### config.mk
export PLATFORM = sky130hd
export DESIGN_NAME = urv_imem_bridge
export DESIGN_NICKNAME = d
export VERILOG_FILES = /design/src/rtl/urv_imem_bridge.sv
export SDC_FILE = /design/constraint.sdc
export NUM_CORES = 1
export LEC_CHECK = 0
export ABC_CLOCK_PERIOD_IN_PS = 4720
export BUFFER_PORTS_ARGS = -buffer_cell sky130_fd_sc_hd__buf_2
export CORE_ASPECT_RATIO = 0.9
export CORE_UTILIZATION = 35
export CTS_CLUSTER_SIZE = 20
export DETAILED_ROUTE_END_ITERATION = 10
export PLACE_DENSITY = 0.61
export SYNTH_ARGS = -nofsm -noshare
export SYNTH_HDL_FRONTEND = slang
export SYNTH_SLANG_ARGS = --single-unit
### constraint.sdc
create_clock -name clk_i -period 4.72 [get_ports clk_i]
set_clock_uncertainty 0.1 [all_clocks]
set_input_delay 0.708 -clock clk_i [delete_from_list [all_inputs] [get_ports clk_i]]
set_output_delay 0.708 -clock clk_i [all_outputs]
set_load 0.05 [all_outputs]
### src/rtl/urv_imem_bridge.sv
// urv_imem_bridge: prefetching instruction-fetch bridge onto a pipelined Wishbone-style read bus.
// Define URV_IMEM_ERR_EN to add the ib_err_i / im_err_o bus-error path.
module urv_imem_bridge #(
  parameter int DEPTH = 2
) (
  input  logic        clk_i,
  input  logic        rst_n_i,
  input  logic [31:0] im_addr_i,
  output logic [31:0] im_data_o,
  output logic        im_valid_o,
`ifdef URV_IMEM_ERR_EN
  output logic        im_err_o,
  input  logic        ib_err_i,
`endif
  output logic        ib_cyc_o,
  output logic        ib_stb_o,
  output logic [31:0] ib_adr_o,
  input  logic        ib_stall_i,
  input  logic        ib_ack_i,
  input  logic [31:0] ib_dat_i
);

  localparam logic [3:0] DEPTH_W = 4'(DEPTH);

  logic [31:0] r_cur_addr;
  logic [31:0] r_pf_addr;
  logic [31:0] r_ack_tag;
  logic [2:0]  r_count;
  logic [2:0]  r_outstanding;
  logic [2:0]  r_discard;
  logic [31:0] r_q_tag  [DEPTH];
  logic [31:0] r_q_data [DEPTH];
`ifdef URV_IMEM_ERR_EN
  logic        r_q_err  [DEPTH];
`endif

  logic        w_seq;
  logic        w_hold;
  logic        w_redirect;
  logic        w_accept;
  logic        w_term;
  logic        w_term_err;
  logic        w_push;
  logic        w_pop;
  logic [2:0]  w_wr_idx;
  logic [3:0]  w_used;

  assign im_valid_o = (r_count != 3'd0) && (r_q_tag[0] == r_cur_addr);
  assign im_data_o  = r_q_data[0];

  // Fetch-stage intent: step to the next word only when the current one was delivered.
  assign w_seq      = (im_addr_i == r_cur_addr + 32'd4) && im_valid_o;
  assign w_hold     = (im_addr_i == r_cur_addr);
  assign w_redirect = !w_seq && !w_hold;

  assign w_used   = {1'b0, r_count} + {1'b0, r_outstanding};
  assign ib_stb_o = !w_redirect && (w_used < DEPTH_W);
  assign ib_adr_o = r_pf_addr;
  assign ib_cyc_o = ib_stb_o || (r_outstanding != 3'd0);
  assign w_accept = ib_stb_o && !ib_stall_i;

`ifdef URV_IMEM_ERR_EN
  assign w_term     = ib_cyc_o && (ib_ack_i || ib_err_i);
  assign w_term_err = ib_err_i;
  assign im_err_o   = im_valid_o && r_q_err[0];
`else
  assign w_term     = ib_cyc_o && ib_ack_i;
  assign w_term_err = 1'b0;
`endif

  // Responses for reads issued before a redirect are swallowed via r_discard.
  assign w_pop    = w_seq;
  assign w_push   = !w_redirect && w_term && (r_discard == 3'd0);
  assign w_wr_idx = w_pop ? (r_count - 3'd1) : r_count;

  always_ff @(posedge clk_i) begin
    if (!rst_n_i) begin
      r_cur_addr    <= 32'd0;
      r_pf_addr     <= 32'd0;
      r_ack_tag     <= 32'd0;
      r_count       <= 3'd0;
      r_outstanding <= 3'd0;
      r_discard     <= 3'd0;
    end else begin
      r_cur_addr <= im_addr_i;
      if (w_redirect) begin
        r_pf_addr     <= im_addr_i;
        r_ack_tag     <= im_addr_i;
        r_count       <= 3'd0;
        r_discard     <= r_outstanding - {2'b00, w_term};
        r_outstanding <= r_outstanding - {2'b00, w_term};
      end else begin
        if (w_accept) r_pf_addr <= r_pf_addr + 32'd4;
        if (w_push)   r_ack_tag <= r_ack_tag + 32'd4;
        if (w_term && (r_discard != 3'd0)) r_discard <= r_discard - 3'd1;

        if (w_push && !w_pop)      r_count <= r_count + 3'd1;
        else if (w_pop && !w_push) r_count <= r_count - 3'd1;

        if (w_accept && !w_term)      r_outstanding <= r_outstanding + 3'd1;
        else if (w_term && !w_accept) r_outstanding <= r_outstanding - 3'd1;
      end
    end
  end

  // NOTE: queue storage has no reset; r_count alone decides which entries are live.
  always_ff @(posedge clk_i) begin
    for (int i = 0; i < DEPTH - 1; i++) begin
      if (w_pop) begin
        r_q_tag[i]  <= r_q_tag[i+1];
        r_q_data[i] <= r_q_data[i+1];
`ifdef URV_IMEM_ERR_EN
        r_q_err[i]  <= r_q_err[i+1];
`endif
      end
    end
    // NOTE: this write follows the shift, so the later non-blocking assignment wins on a shared slot.
    for (int i = 0; i < DEPTH; i++) begin
      if (w_push && (w_wr_idx == 3'(i))) begin
        r_q_tag[i]  <= r_ack_tag;
        r_q_data[i] <= ib_dat_i;
`ifdef URV_IMEM_ERR_EN
        r_q_err[i]  <= w_term_err;
`endif
      end
    end
  end

endmodule

==> results of run 1 <==
## report_power, final
part,switching [W],internal [W],total (W)
clock,0.000790,0.00114,0.00193
combinational,0.000323,0.000206,0.000529
sequential,0.0000769,0.00217,0.00225
total,0.00119,0.00351,0.00470
## through the flow
step                      util, %  setup WS, ps  total power, W
final                        41.3           219         0.00470
after detailed placement     38.6           199         0.00281
after global placement       38.6           223         0.00281
after global routing         41.2          4.77         0.00491
after floorplan                 -           182         0.00263
after CTS                    41.2          94.2         0.00476
## placed cells by master, fill, tap and decap left out, types with 5 or more instances in the layout
cell / instances
a211oi_1: 5
a21oi_1: 67
a31oi_1: 6
and2_1: 41
and3_1: 19
and4_1: 7
buf_12: 6
buf_2: 133
buf_4: 22
clkbuf_1: 13
clkbuf_16: 28
dfxtp_1: 101
edfxtp_1: 128
ha_1: 12
inv_1: 17
mux2_1: 9
mux2_2: 17
mux2_4: 40
mux2i_1: 10
nand2_1: 54
nand2b_1: 7
nand3_1: 34
nand4_1: 27
nor2_1: 38
nor2b_1: 11
nor3_1: 16
nor4_1: 15
o21ai_0: 41
xnor2_1: 48
xor2_1: 93
## repair_timing
action,in CTS,in global routing
setup buffers,1,0
resized for setup,2,4
endpoints found under the setup margin,2,1
pin swaps,1,0
endpoints found under the hold margin,0,0
## worst max path at each step
| stage | endpoint | slack [ps] | cells after the start |
|---|---|---|---|
| after global routing | ib_cyc_o | 5 | 11 |
| after detailed placement | r_q_data[0][7] | 200 | 11 |
| after CTS | ib_cyc_o | 90 | 11 |
| after global placement | r_q_data[0][8] | 220 | 12 |
| after floorplan | r_discard[2] | 180 | 16 |
| final | ib_cyc_o | 220 | 10 |
## per-layer routing
metal	share of wire, %	vias up	track usage [%]
met4	1.7	0	3.35
met1	49	3680	24.7
met2	45	150	26.5
met3	4.2	35	2.54
li1	-	3757	-
met5	0	-	0
## logic make-up after synthesis
| kind of cell | Yosys count | synth area share (%) |
|---|---|---|
| xor gates and xnor gates | 141 | 10.9 |
| adders and majority gates | 15 | 1.78 |
| muxes | 76 | 8.73 |
| DFF | 231 | 51.9 |
| and+or+nand+nor | 299 | 14.8 |
| AOI/OAI and AO/OA | 137 | 6.78 |
| buffers and inverters | 93 | 5.15 |
## final cells by class
type	instances	area, µm²	share of cell area (%)
sequential	231	5910	44.8
multi-input combinational	668	4910	37.3
timing repair buffer	162	958	7.27
clock buffer	44	791	6.00
tap	416	520	3.95
inverter	17	63.8	0.484
clock inverter	4	26.3	0.199
antenna	1	2.50	0.0190
## worst register-to-register path, cell delays in order (launching register included)
cell and delay [ps]:
dfxtp_1 420, ha_2 250, nand4_1 200, nor3_1 340, nand2_1 110, mux2_2 330
nor4b_1 480, o311ai_1 260, nor4_4 400, mux2i_1 280, and2_4 390, or2_2 220
buf_12 280
## cells in the mapped netlist, types with 7 or more instances
library cell and n:
nor4_1 16, xnor2_1 48, a21oi_1 67, ha_1 13, dfxtp_1 103, nand2b_1 7, nand4_1 27, nor3_1 17
inv_1 17, nor2b_1 11, mux2_2 17, clkbuf_1 27, nand2_1 54, nand3_1 35, nor2_1 38, and3_1 19
mux2_4 40, xor2_1 93, edfxtp_1 128, buf_4 36, and2_1 41, buf_2 7, mux2_1 9, and4_1 7
a31oi_1 7, o21ai_0 41, mux2i_1 10
## sequential cells by signal (all words and copies together) (netlist names)
signal and cells:
r_q_data 64, r_q_tag 64, ib_adr_o 32, r_cur_addr 32
r_ack_tag 30, r_count 3, r_discard 3, r_outstanding 3
==> impl_metrics.env, run 1 <==
export IMPL_r2r_slack_ps=300
export IMPL_setup_tns_final_ps=0
export IMPL_netlist_area_mm2=0.0114
export IMPL_drv_slew=0
export IMPL_crit_fanout=6
export IMPL_yosysUniqueCellTypes=60
export IMPL_clockBufferDepth=3
export IMPL_port_buffers=134
export IMPL_crit_path_top_delay_cell="or4_1"
export IMPL_status="complete, no violations"
export IMPL_grt_overflow_total=0
export IMPL_layout_min_cycle_time_ps=4500
export IMPL_hold_violations=0
export IMPL_setup_viol=0
export IMPL_synth_top_flop_cell="edfxtp_1"
export IMPL_rsz0062_at_grt="false"
export IMPL_cap_violations=0
export IMPL_worstPathCellList="nand3_2 > or4_1 > nor4_1 > xnor2_1 > o2111ai_1 > or4b_4 > o21ai_4 > and2_1 > nand2b_1 > clkbuf_4"
export IMPL_tightest_slew_ps=714
export IMPL_avgViaCountPerCell=4.94
export IMPL_hp_start="ib_dat_i[6]"
export IMPL_antenna_found_initial=0
export IMPL_hold_ws_ps=272
export IMPL_min_path_cells=1
export IMPL_io_pins=135
export IMPL_finalNonFillerCells=1543
export IMPL_synth_edf_count=128
export IMPL_holdPathEnd="r_q_data[0][38]"
export IMPL_cp_required_ps=3910
export IMPL_die_h_um=173
export IMPL_synthCells=992
export IMPL_avgRoutedWirePerCell_um=18.1
export IMPL_cts_tree="done"
export IMPL_clk_latency_ps=530
export IMPL_critPathArrivalTime_ps=3690
export IMPL_grt_use_total_pct=17.0
export IMPL_grt_pass1_vias=7620
export IMPL_syn_num_nets=1075
export IMPL_grt_max_degree=50
export IMPL_synth_top_area_cell="edfxtp_1"
export IMPL_hpwl_um=21000
export IMPL_clkSlewWorstSetupHoldPaths_ps=60
export IMPL_dr_pass1_iters=5
export IMPL_seq_area_frac_synth_pct=51.9
export IMPL_gp_congestion=0.899
export IMPL_avgSynthCellArea_um2=11.5
export IMPL_cp_end_kind="output port"
export IMPL_fmax_mhz=222
export IMPL_ant_nets=0
export IMPL_dp_cells=1493
export IMPL_yosys_register_bits=231
export IMPL_maxSlewHeadroom_pct=52.4
export IMPL_post_route_period_util_pct=95.4
export IMPL_crit_path_start_kind="flop"
export IMPL_r2r_cells=12
export IMPL_critical_path_top_delay_family="simple AND/OR/NAND/NOR gates"
export IMPL_p_leak_nw=4.99
export IMPL_placed_cell_area_mm2=0.0123
export IMPL_cts_buffers=26
export IMPL_fin_area_mm2=0.0132
export IMPL_area_growth_pct=15.9
export IMPL_netlist_top_cells_area="edfxtp_1 34%, dfxtp_1 18%, xor2_1 7.2%"
export IMPL_vias=7622
export IMPL_initial_core_util_pct=35.6
export IMPL_drc=0
export IMPL_final_nets=1189
export IMPL_drive_gt1_share_pct=24.3
export IMPL_p_per_area_mw_per_mm2=357
export IMPL_r2r_end="r_q_data[0][8]"
export IMPL_critPathLaunch="r_cur_addr[15]"
export IMPL_reg2reg_from="r_cur_addr[3]"
export IMPL_min_path_type="in2reg"
export IMPL_coreArea_mm2=0.0320
export IMPL_drtIter0Drc=304
export IMPL_wirelength_um=27900
export IMPL_fillers=3129
export IMPL_async_flop_share_pct=0
export IMPL_cts_root_buf="clkbuf_16"
export IMPL_critPathKind="reg2out"
export IMPL_row_count=62
export IMPL_cp_num_buf_inv=1
export IMPL_synth_top_area_share_pct=33.8
export IMPL_vdd_drop_max_v=0.000242
export IMPL_die_width_um=192
export IMPL_postCtsHoldBufs=0
export IMPL_cts_sinks=231
export IMPL_max_stage_delay_ps=620
export IMPL_yosysWarnings=0
export IMPL_cts_max_level=1
export IMPL_grt_pass1_wl_um=44000
export IMPL_die_area_mm2=0.0332
No activity file was read; power rests on OpenSTA's default activity.
==> run 2: changes to the inputs <==
Settings changed: CORE_ASPECT_RATIO 0.9 to 0.7.
==> impl_metrics.env, run 2 (synthesis results as in run 1) <==
export IMPL_fillers=3044
export IMPL_cp_end_kind="output port"
export IMPL_layout_min_cycle_time_ps=4580
export IMPL_worstPathCellList="ha_1 > and4_4 > nand4_4 > or4b_1 > a31oi_2 > o2111ai_1 > or4b_4 > o21ai_4 > and2_1 > nand2b_1 > buf_4"
export IMPL_crit_path_top_delay_cell="or4b_4"
export IMPL_setup_tns_final_ps=0
export IMPL_gp_congestion=0.936
export IMPL_post_route_period_util_pct=97.0
export IMPL_fmax_mhz=219
export IMPL_io_pins=135
export IMPL_p_sw_share_pct=24.5
export IMPL_layout_common_cells="133 x buf_2, 128 x edfxtp_1, 97 x dfxtp_1, 93 x xor2_1, 67 x a21oi_1"
export IMPL_crit_fanout=5
export IMPL_power_switching_w=0.00121
export IMPL_drv_slew=0
export IMPL_cap_violations=0
export IMPL_drtIter0Drc=546
export IMPL_p_seq_share_pct=45.3
export IMPL_combPwrFrac_pct=10.5
export IMPL_p_clk_share_pct=44.1
export IMPL_cp_required_ps=3910
export IMPL_maxSlewHeadroom_pct=45.2
export IMPL_area_growth_pct=16.3
export IMPL_seqCellArea_mm2=0.00591
export IMPL_port_buffers=134
export IMPL_p_leak_nw=5.03
export IMPL_cts_max_level=1
export IMPL_top_regs="r_q_data: 64 flops, r_q_tag: 64 flops"
export IMPL_die_area_mm2=0.0332
export IMPL_clockBufferDepth=3
export IMPL_row_count=54
export IMPL_final_nets=1183
export IMPL_coreArea_mm2=0.0316
export IMPL_grt_max_degree=88
export IMPL_min_path_type="in2reg"
export IMPL_initial_core_util_pct=36.0
export IMPL_multi_input_area_mm2=0.00492
export IMPL_p_per_area_mw_per_mm2=375
export IMPL_setup_viol=0
export IMPL_hpwl_um=21000
export IMPL_ant_nets=0
export IMPL_grt_overflow_total=0
export IMPL_critical_path_top_delay_family="simple AND/OR/NAND/NOR gates"
export IMPL_crit_path_start_kind="flop"
export IMPL_drc=0
export IMPL_cts_buffers=24
export IMPL_cts_root_buf="clkbuf_16"
export IMPL_tightest_slew_ps=822
export IMPL_vias=7726
export IMPL_setup_ws_ps=144
export IMPL_max_stage_delay_ps=540
export IMPL_hold_violations=0
export IMPL_drive_gt1_share_pct=25.1
export IMPL_intPower_w=0.00375
export IMPL_clkSlewWorstSetupHoldPaths_ps=70
export IMPL_avgRoutedWirePerCell_um=18.4
export IMPL_vdd_drop_max_v=0.000237
export IMPL_grt_pass1_wl_um=44200
export IMPL_cts_tree="done"
export IMPL_cp_num_buf_inv=1
export IMPL_status="complete, no violations"
export IMPL_rsz0062_at_grt="false"
export IMPL_critPathKind="reg2out"
export IMPL_antenna_found_initial=0
export IMPL_avgViaCountPerCell=5.02
export IMPL_clk_latency_ps=530
export IMPL_layout_commonest_cell="buf_2"
export IMPL_grt_pass1_vias=7503
export IMPL_critPathArrivalTime_ps=3770
export IMPL_diodes=0
export IMPL_dr_pass1_iters=5
export IMPL_place_ws_ps=398
export IMPL_wirelength_um=28200
export IMPL_die_h_um=153
export IMPL_grt_use_total_pct=17.0
export IMPL_cts_sinks=231
export IMPL_die_width_um=217
## run 2: worst register-to-register path, delay by kind of cell (launching register included)
family	cells	cell delay [ps]
and+or+nand+nor	4	1470
DFF	1	390
AOI/OAI and AO/OA	5	1150
buffers and inverters	3	860
adders and majority gates	1	240
## run 2: area by class of cell
cell class	instances	share of cell area (%)
clock buffer	31	5.29
clock inverter	13	1.67
inverter	17	0.482
multi-input combinational	668	37.2
sequential	231	44.7
tap	420	3.97
timing repair buffer	158	6.73
## run 2: path summary, 6_finish.rpt
kind                               startpoint         endpoint  slack [ps]  depth (start not counted)
worst max register to register  r_cur_addr[3]     ib_adr_o[25]         420                         13
worst max-delay path            r_cur_addr[3]         ib_cyc_o         140                         11
worst min-delay path             ib_dat_i[13]  r_q_data[0][45]         270                          1
worst min register to register   r_ack_tag[4]   r_q_tag[0][36]         390                          0
## run 2: stage by stage
| step | cells | hold slack, ps | utilization, % | total power [W] | cell area, µm² |
|---|---|---|---|---|---|
| 6_report | 1538 | 272 | 41.9 | 0.00496 | 13200 |
| 5_1_grt | 1538 | 253 | 41.9 | 0.00517 | 13200 |
| 4_1_cts | 1536 | 244 | 41.8 | 0.00502 | 13200 |
| 3_5_place_dp | 1492 | 372 | 38.9 | 0.00281 | 12300 |
| 3_3_place_gp | 1492 | 372 | 38.9 | 0.00280 | 12300 |
| 2_1_floorplan | 992 | 339 | - | 0.00263 | 11400 |
## run 2: layer usage
metal	routed length (µm)	part of all wire, %	up-vias	GRT usage [%]
li1	-	-	3751	-
met1	14700	52	3700	26.8
met2	11100	39	243	23.2
met3	2000	7.1	32	4.18
met4	450	1.6	0	3.02
met5	0	0	-	0
## run 2: repair_timing
item	in CTS	in global routing
hold buffers	0	0
gates resized for setup	3	7
hold endpoints to repair	0	0
pin swaps	0	1
setup buffers	0	2
endpoints found under the setup margin	2	2
## run 2: power groups by stage
stage	combinational [W]	clock, W	sequential, W
6_report	0.000523	0.00219	0.00225
5_1_grt	0.000584	0.00233	0.00226
4_1_cts	0.000524	0.00225	0.00225
3_5_place_dp	0.000516	0	0.00229
3_3_place_gp	0.000515	0	0.00229
2_1_floorplan	0.000322	0	0.00231
